`src/rtl/btb_pkg.sv`:
```
// Shared BTB constants, field positions and update-path types.
package btb_pkg;

  localparam int          BTB_NENT    = 128;
  localparam logic [7:0]  BTB_INV_TAG = 8'hFF;
  localparam logic [15:0] BTB_INV_TGT = 16'hFFFF;

  // Index is PC[7:1], tag is PC[15:8].
  localparam int BTB_IDX_LSB = 1;
  localparam int BTB_IDX_MSB = 7;
  localparam int BTB_TAG_LSB = 8;
  localparam int BTB_TAG_MSB = 15;

  typedef enum logic [0:0] {
    FLUSH = 1'b0,
    RUN   = 1'b1
  } btb_state_e;

  typedef struct packed {
    logic [15:0] pc;
    logic [15:0] target;
  } btb_upd_t;

  function automatic logic [15:0] btb_inv_pc(input logic [6:0] idx);
    return {BTB_INV_TAG, idx, 1'b0};
  endfunction

endpackage

```
`src/rtl/btb_upd_fifo.sv`:
```
// Update FIFO: two ordered pushes (a before b), one pop, synchronous clear.
module btb_upd_fifo
  import btb_pkg::*;
#(
  parameter int DEPTH = 4,
  localparam int AW   = $clog2(DEPTH)
) (
  input  logic          clk,
  input  logic          rst_n,
  input  logic          clr,
  input  logic          push_a,
  input  logic          push_b,
  input  btb_upd_t      data_a,
  input  btb_upd_t      data_b,
  input  logic          pop,
  output btb_upd_t      head,
  output logic          empty,
  output logic [AW:0]   count
);

  btb_upd_t        mem [DEPTH];
  logic [AW-1:0]   rd_ptr;
  logic [AW-1:0]   wr_ptr;
  logic [AW-1:0]   wr_ptr_b;

  // b lands behind a when both push, otherwise at the tail itself.
  assign wr_ptr_b = wr_ptr + AW'(push_a);

  always_ff @(posedge clk) begin
    if (push_a) mem[wr_ptr]   <= data_a;
    if (push_b) mem[wr_ptr_b] <= data_b;
  end

  always_ff @(posedge clk or negedge rst_n) begin
    if (!rst_n) begin
      rd_ptr <= '0;
      wr_ptr <= '0;
      count  <= '0;
    end else if (clr) begin
      rd_ptr <= '0;
      wr_ptr <= '0;
      count  <= '0;
    end else begin
      wr_ptr <= wr_ptr + AW'(push_a) + AW'(push_b);
      rd_ptr <= rd_ptr + AW'(pop);
      count  <= count + (AW+1)'(push_a) + (AW+1)'(push_b) - (AW+1)'(pop);
    end
  end

  assign head  = mem[rd_ptr];
  assign empty = (count == '0);

endmodule

```
`src/rtl/btb_update_ctrl.sv`:
```
// Single owner of the BTB write port: invalidate walk after reset/flush,
// then drains filtered branch-resolution updates from pipes A and B.
module btb_update_ctrl
  import btb_pkg::*;
#(
  parameter int DEPTH = 4,
  parameter int NENT  = BTB_NENT
) (
  input  logic        clk,
  input  logic        rst_n,
  input  logic        updA_valid,
  input  logic        updA_taken,
  input  logic [15:0] updA_PC,
  input  logic [15:0] updA_target,
  input  logic        updB_valid,
  input  logic        updB_taken,
  input  logic [15:0] updB_PC,
  input  logic [15:0] updB_target,
  output logic        upd_ready,
  input  logic        flush,
  output logic        busy,
  output logic        WE,
  output logic [15:0] PCW,
  output logic [15:0] targetW
);

  localparam int AW = $clog2(DEPTH);
  localparam int CW = AW + 1;
  localparam int IW = $clog2(NENT);

  btb_state_e     state;
  logic [IW-1:0]  idx;
  logic [CW-1:0]  count;
  logic           empty;
  btb_upd_t       head;
  btb_upd_t       data_a;
  btb_upd_t       data_b;
  logic           qual_a;
  logic           qual_b;
  logic           dup;
  logic           push_a;
  logic           push_b;
  logic           pop;

  assign busy      = (state == FLUSH);
  // Threshold leaves room for a 2-wide push without counting this cycle's pop.
  assign upd_ready = (state == RUN) && (count <= CW'(DEPTH - 2));

  assign qual_a = updA_valid && updA_taken && upd_ready && !flush;
  assign qual_b = updB_valid && updB_taken && upd_ready && !flush;
  // B is younger, so it wins a same-PC collision.
  assign dup    = qual_a && qual_b && (updA_PC == updB_PC);
  assign push_a = qual_a && !dup;
  assign push_b = qual_b;
  assign pop    = (state == RUN) && !empty && !flush;

  assign data_a = '{pc: updA_PC, target: updA_target};
  assign data_b = '{pc: updB_PC, target: updB_target};

  btb_upd_fifo #(.DEPTH(DEPTH)) u_fifo (
    .clk    (clk),
    .rst_n  (rst_n),
    .clr    (flush || (state == FLUSH)),
    .push_a (push_a),
    .push_b (push_b),
    .data_a (data_a),
    .data_b (data_b),
    .pop    (pop),
    .head   (head),
    .empty  (empty),
    .count  (count)
  );

  always_ff @(posedge clk or negedge rst_n) begin
    if (!rst_n) begin
      state   <= FLUSH;
      idx     <= '0;
      WE      <= 1'b0;
      PCW     <= '0;
      targetW <= '0;
    end else if (flush) begin
      // Queued updates are dropped; the walk restarts on the next edge.
      state   <= FLUSH;
      idx     <= '0;
      WE      <= 1'b0;
    end else if (state == FLUSH) begin
      WE      <= 1'b1;
      PCW     <= btb_inv_pc(7'(idx));
      targetW <= BTB_INV_TGT;
      idx     <= idx + 1'b1;
      if (idx == IW'(NENT - 1)) state <= RUN;
    end else if (pop) begin
      WE      <= 1'b1;
      PCW     <= head.pc;
      targetW <= head.target;
    end else begin
      WE      <= 1'b0;
    end
  end

endmodule
```
`config.mk`:
```
export PLATFORM = sky130hd
export DESIGN_NAME = btb_update_ctrl
export DESIGN_NICKNAME = d
export VERILOG_FILES = /design/src/rtl/btb_pkg.sv /design/src/rtl/btb_upd_fifo.sv /design/src/rtl/btb_update_ctrl.sv
export SDC_FILE = /design/constraint.sdc
export NUM_CORES = 1
export LEC_CHECK = 0
export ABC_AREA = 1
export CORE_MARGIN = 8
export CORE_UTILIZATION = 26
export CTS_CLUSTER_SIZE = 20
export DETAILED_ROUTE_END_ITERATION = 10
export SLEW_MARGIN = 30
export SYNTH_ARGS = -nofsm -noshare
export SYNTH_HDL_FRONTEND = slang
export SYNTH_SLANG_ARGS = --single-unit
```
`constraint.sdc`:
```
create_clock -name clk -period 5.2 [get_ports clk]
set_input_delay 0.78 -clock clk [delete_from_list [all_inputs] [get_ports clk]]
set_output_delay 0.78 -clock clk [all_outputs]
set_load 0.01 [all_outputs]
```
After elaboration in Yosys (flattened, before gate mapping)
Memory sizes are Yosys's and may differ from the RTL's.
Cells that the tools add are included.
- register bits after elaboration: 48
- bits in writable memories: 128
- bits of input ports: 71
- logic and storage cells: 60
- memories kept: 1
- add/sub/neg operators: 7
- $lt $le $gt $ge: 1
- equality and inequality tests: 4
- muxes and demuxes: 19
- bitwise gates (word level): 2
- reduce and logical (&&, ||, !) cells: 18
- memory list (memory ; depth ; width ; rd ports ; clocked after memory_dff ; wr ports ; line ; RTL):
    u_fifo.mem ; 4 ; 32 ; 1 ; 0 ; 2 ; btb_upd_fifo.sv:21 ; btb_upd_t mem [DEPTH];
- operators with widths (kind ; number):
    two-way mux 16 bit ; 4
    equality test 16 bit ; 1
    two-way mux 7 bit ; 2
    logical AND 1 bit ; 12
    two-way mux 1 bit ; 10
    adder 7 x 1 -> 7 bit, second input constant ; 1
    equality test 7 bit, second input constant ; 1
    adder 2 x 1 -> 2 bit ; 3
    adder 3 x 1 -> 3 bit ; 2
    two-way mux 2 bit ; 2
    less-or-equal comparator 3 x 2 -> 1 bit, second input constant ; 1
    zero test 1 bit ; 3
    zero test 3 bit ; 1
    two-way mux 3 bit ; 1
    subtractor 3 x 1 -> 3 bit ; 1
    != test 2 x 1 -> 1 bit, second input constant ; 1
    != test 2 bit, second input constant ; 1
    NOT 1 bit ; 2
    AND reduction 2 bit ; 1
    logical OR 1 bit ; 1

Longest topological paths before layout
- depth in word-level cells: 12
- depth in mapped cells: 18
- mapped depth without buffers: 16

Hierarchy
From an unflattened synthesis, not the netlist that was laid out.
- cell total of the unflattened synthesis: 1083
- area total of the unflattened synthesis: 9246.4 sq um
- by module, submodules not included (module ; instances ; cells each ; area each (sq um) ; seq. area each (sq um)):
    btb_upd_fifo ; 1 ; 857 ; 7234.4 ; 4018.9
    btb_update_ctrl ; 1 ; 226 ; 2011.9 ; 1026.0

Least setup slack after synthesis
Ideal clock, no wire load.
- path kind: input -> register
- start point: in updB_PC[1]
- end point: mem u_fifo.mem[3][0] in the netlist's numbering (enable)
- library setup time: 0.478 ns
- data arrival time: 2.983 ns
- setup slack: 1.738 ns
- cell stages on the path: 16
- buffers on the path: 1
- cell sequence: inv_1 > nand2_1 > nand2_1 > nand2_1 > nor2_1 > nand2_1 > nor2_1 > nand2_1 > nand2_1 > inv_1 > ha_1 > xnor2_2 > inv_1 > nand3_2 > clkbuf_2 > nand2_1
- RTL lines (what ; line ; RTL):
    start, declared ; btb_update_ctrl.sv:17 ; input logic [15:0] updB_PC,
    end, declared ; btb_upd_fifo.sv:21 ;

==> impl_metrics.json <==
{
  "num_io_pins": 106,
  "start_util": 0.263,
  "worst_path_largest_cell_delay_ns": 0.57,
  "yosysMostFrequentCell": "nand2_1",
  "synth_warnings": 0,
  "globalRouteOverflowTotal": 0,
  "status": "completed",
  "criticalPathCategory": "in2reg",
  "yosys-top-cells-area": "edfxtp_1 43%, dfrtp_1 13%, nand2_1 7.6%",
  "cts_resized": 0,
  "async_reset_ff_frac": 0.273,
  "fp.dieArea_mm2": 0.0409,
  "cts.htree.levels": 4,
  "slew_headroom": 0.418,
  "worstPathCellList": "clkdlybuf4s50_1 > nand2_1 > nand2_1 > nand2_1 > nor2_1 > nand2_1 > nor2_1 > nand2_1 > nand2_1 > inv_1 > ha_1 > xnor2_2 > inv_1 > nand3_2 > nand2_2 > buf_4",
  "drive_gt1_frac": 0.134,
  "row_count": 68,
  "port_buffers": 105,
  "via_per_inst": 4.55,
  "place_congestion": 0.797,
  "worst_pin_slew_ns": 0.873,
  "hold_ws_ns": 0.472,
  "clkLatencyLatePin_ns": 0.45,
  "synth_top_area_cell": "edfxtp_1",
  "cts_tree": "built",
  "core_mm2": 0.0344,
  "post-route-min-period_ns": 3.76,
  "worstSetupEndpointType": "flip-flop",
  "start_kind": "input port",
  "drv_slew": 0,
  "hold_viol_final": 0,
  "cp_max_fo": 24,
  "dieWidth_um": 202,
  "clk_pin_slew_worst_paths_ns": 0.07,
  "slowest_stage": "clkdlybuf4s50_1",
  "ff_latch_area_mm2": 0.00505,
  "drc_errors": 0,
  "fin_ws_ns": 1.44,
  "yosys.area.top_type_share": 0.426,
  "dp_hpwl_um": 16500,
  "critPathBufInv": 4,
  "antenna_found_initial": 1,
  "syn_area_per_cell_um2": 9.63,
  "rsz0062_at_grt": "no",
  "hold_class": "in2async",
  "area_growth_syn_to_layout_pct": 21.5,
  "cp.arrival_ns": 3.87,
  "netlist_area_mm2": 0.00903,
  "drt-total-wl_um": 25300,
  "max_clock_freq_mhz": 266,
  "routedWlPerCell_um": 17.0,
  "cpMostUsedCell": "nand2_1",
  "critPathRequiredTime_ns": 5.31,
  "path_delay_family": "simple AND/OR/NAND/NOR gates",
  "powerDensity_mw_per_mm2": 277,
  "multi_input_area_mm2": 0.00334,
  "dr.pass1.iters": 5,
  "tns_ns": 0,
  "grt_max_degree": 66,
  "holdBufCountCts": 0,
  "yosysUniqueCellTypes": 32,
  "ant_nets": 0,
  "layout.nets": 1096,
  "setup_violations": 0,
  "synth_flop_cell": "edfxtp_1",
  "root_buffer": "clkbuf_16",
  "syn_nets": 1017,
  "drv_cap": 0,
  "numCtsBuffers": 17,
  "syn_inst": 938,
  "vias": 6763,
  "yosys-top-cells-count": "182 x nand2_1, 171 x nor2_1, 128 x edfxtp_1",
  "finalCritPeriodShare": 0.723,
  "grt_first_pass_wirelength_um": 39400,
  "synth_edf_count": 128,
  "peakVddDrop_mv": 0.222,
  "finish.utilization": 0.319,
  "leakagePower_nw": 4.21,
  "grt_usage": 0.123,
  "place_ws_ns": 0.975,
  "ys_ff_latch": 176,
  "grt_pass1_vias": 6781,
  "fin_skew_ns": 0.0123,
  "initialDrtViolationCount": 436,
  "cts_sinks": 176,
  "num-fill-cells": 3534,
  "die_h_um": 202,
  "post-cts-setup-buffers": 0,
  "synth_seq_area_share": 0.559,
  "clockBufferDepth": 2
}
-- path summary, 6_finish.rpt --
| check | start | to | slack, ns | cells past startpoint |
|---|---|---|---|---|
| worst min-delay path | rst_n | PCW[5] | 0.47 | 2 |
| max in group asynchronous | rst_n | u_fifo.rd_ptr[0] | 4.19 | 2 |
| worst max-delay path | updA_PC[14] | u_fifo.mem[3][3] | 1.44 | 16 |
| worst max register to register | state | u_fifo.mem[3][3] | 1.66 | 13 |
| min in group clk | idx[0] | idx[0] | 0.50 | 1 |
| worst min register to register | idx[0] | idx[0] | 0.50 | 1 |
-- layer usage --
layer	up-vias	part of all wire	global-route usage
li1	3359	-	-
met1	3214	0.44	0.156
met2	161	0.48	0.203
met3	29	0.062	0.0288
met4	0	0.018	0.0461
met5	-	0	0
-- sequential cells by signal (all words and copies together) (netlist names) --
name / flops
u_fifo.wr_ptr: 2
targetW: 16
u_fifo.mem: 128
u_fifo.count: 3
u_fifo.rd_ptr: 2
PCW: 16
WE: 1
idx: 7
state: 1
-- area by class of cell --
| type | count | area share |
|---|---|---|
| sequential | 176 | 0.460 |
| timing repair buffer | 119 | 0.106 |
| tap | 455 | 0.0519 |
| clock buffer | 17 | 0.0388 |
| antenna | 1 | 0.000228 |
| inverter | 60 | 0.0214 |
| multi-input combinational | 643 | 0.304 |
| clock inverter | 15 | 0.0173 |
-- where the power goes --
group / internal (W) / switching, W
Combinational: 0.0000979 / 0.000117
Sequential: 0.00151 / 0.00000633
Clock: 0.000653 / 0.000652
Total: 0.00226 / 0.000776
-- placed cells by master, fill, tap and decap left out, types with 9 or more instances in the layout --
cell type	Yosys	final
xor2_1	9	9
a21oi_1	18	18
o21ai_0	69	69
inv_1	56	56
nand2_1	182	178
o21ai_2	72	72
clkdlybuf4s50_1	0	104
edfxtp_1	128	128
o21ai_1	56	56
dfrtp_1	48	47
nor2_1	171	171
buf_4	0	13
a41oi_1	24	24
clkbuf_16	0	17
-- cell families after synthesis --
logic type / synth area share
buffers and inverters: 0.0730
adder cells (fa/ha/maj): 0.0127
AO/OA/AOI/OAI: 0.180
flip-flops: 0.559
AND/OR/NAND/NOR: 0.163
XOR/XNOR: 0.0125
-- stage by stage --
step | instance area [um^2] | cells | power [W]
finish | 11000 | 1486 | 0.00304
global route | 11000 | 1486 | 0.00314
CTS | 11000 | 1485 | 0.00306
detailed placement | 10300 | 1453 | 0.00177
global placement | 10300 | 1453 | 0.00176
floorplan | 9030 | 938 | 0.00165
Note: power is estimated with default switching activity, not from simulation.
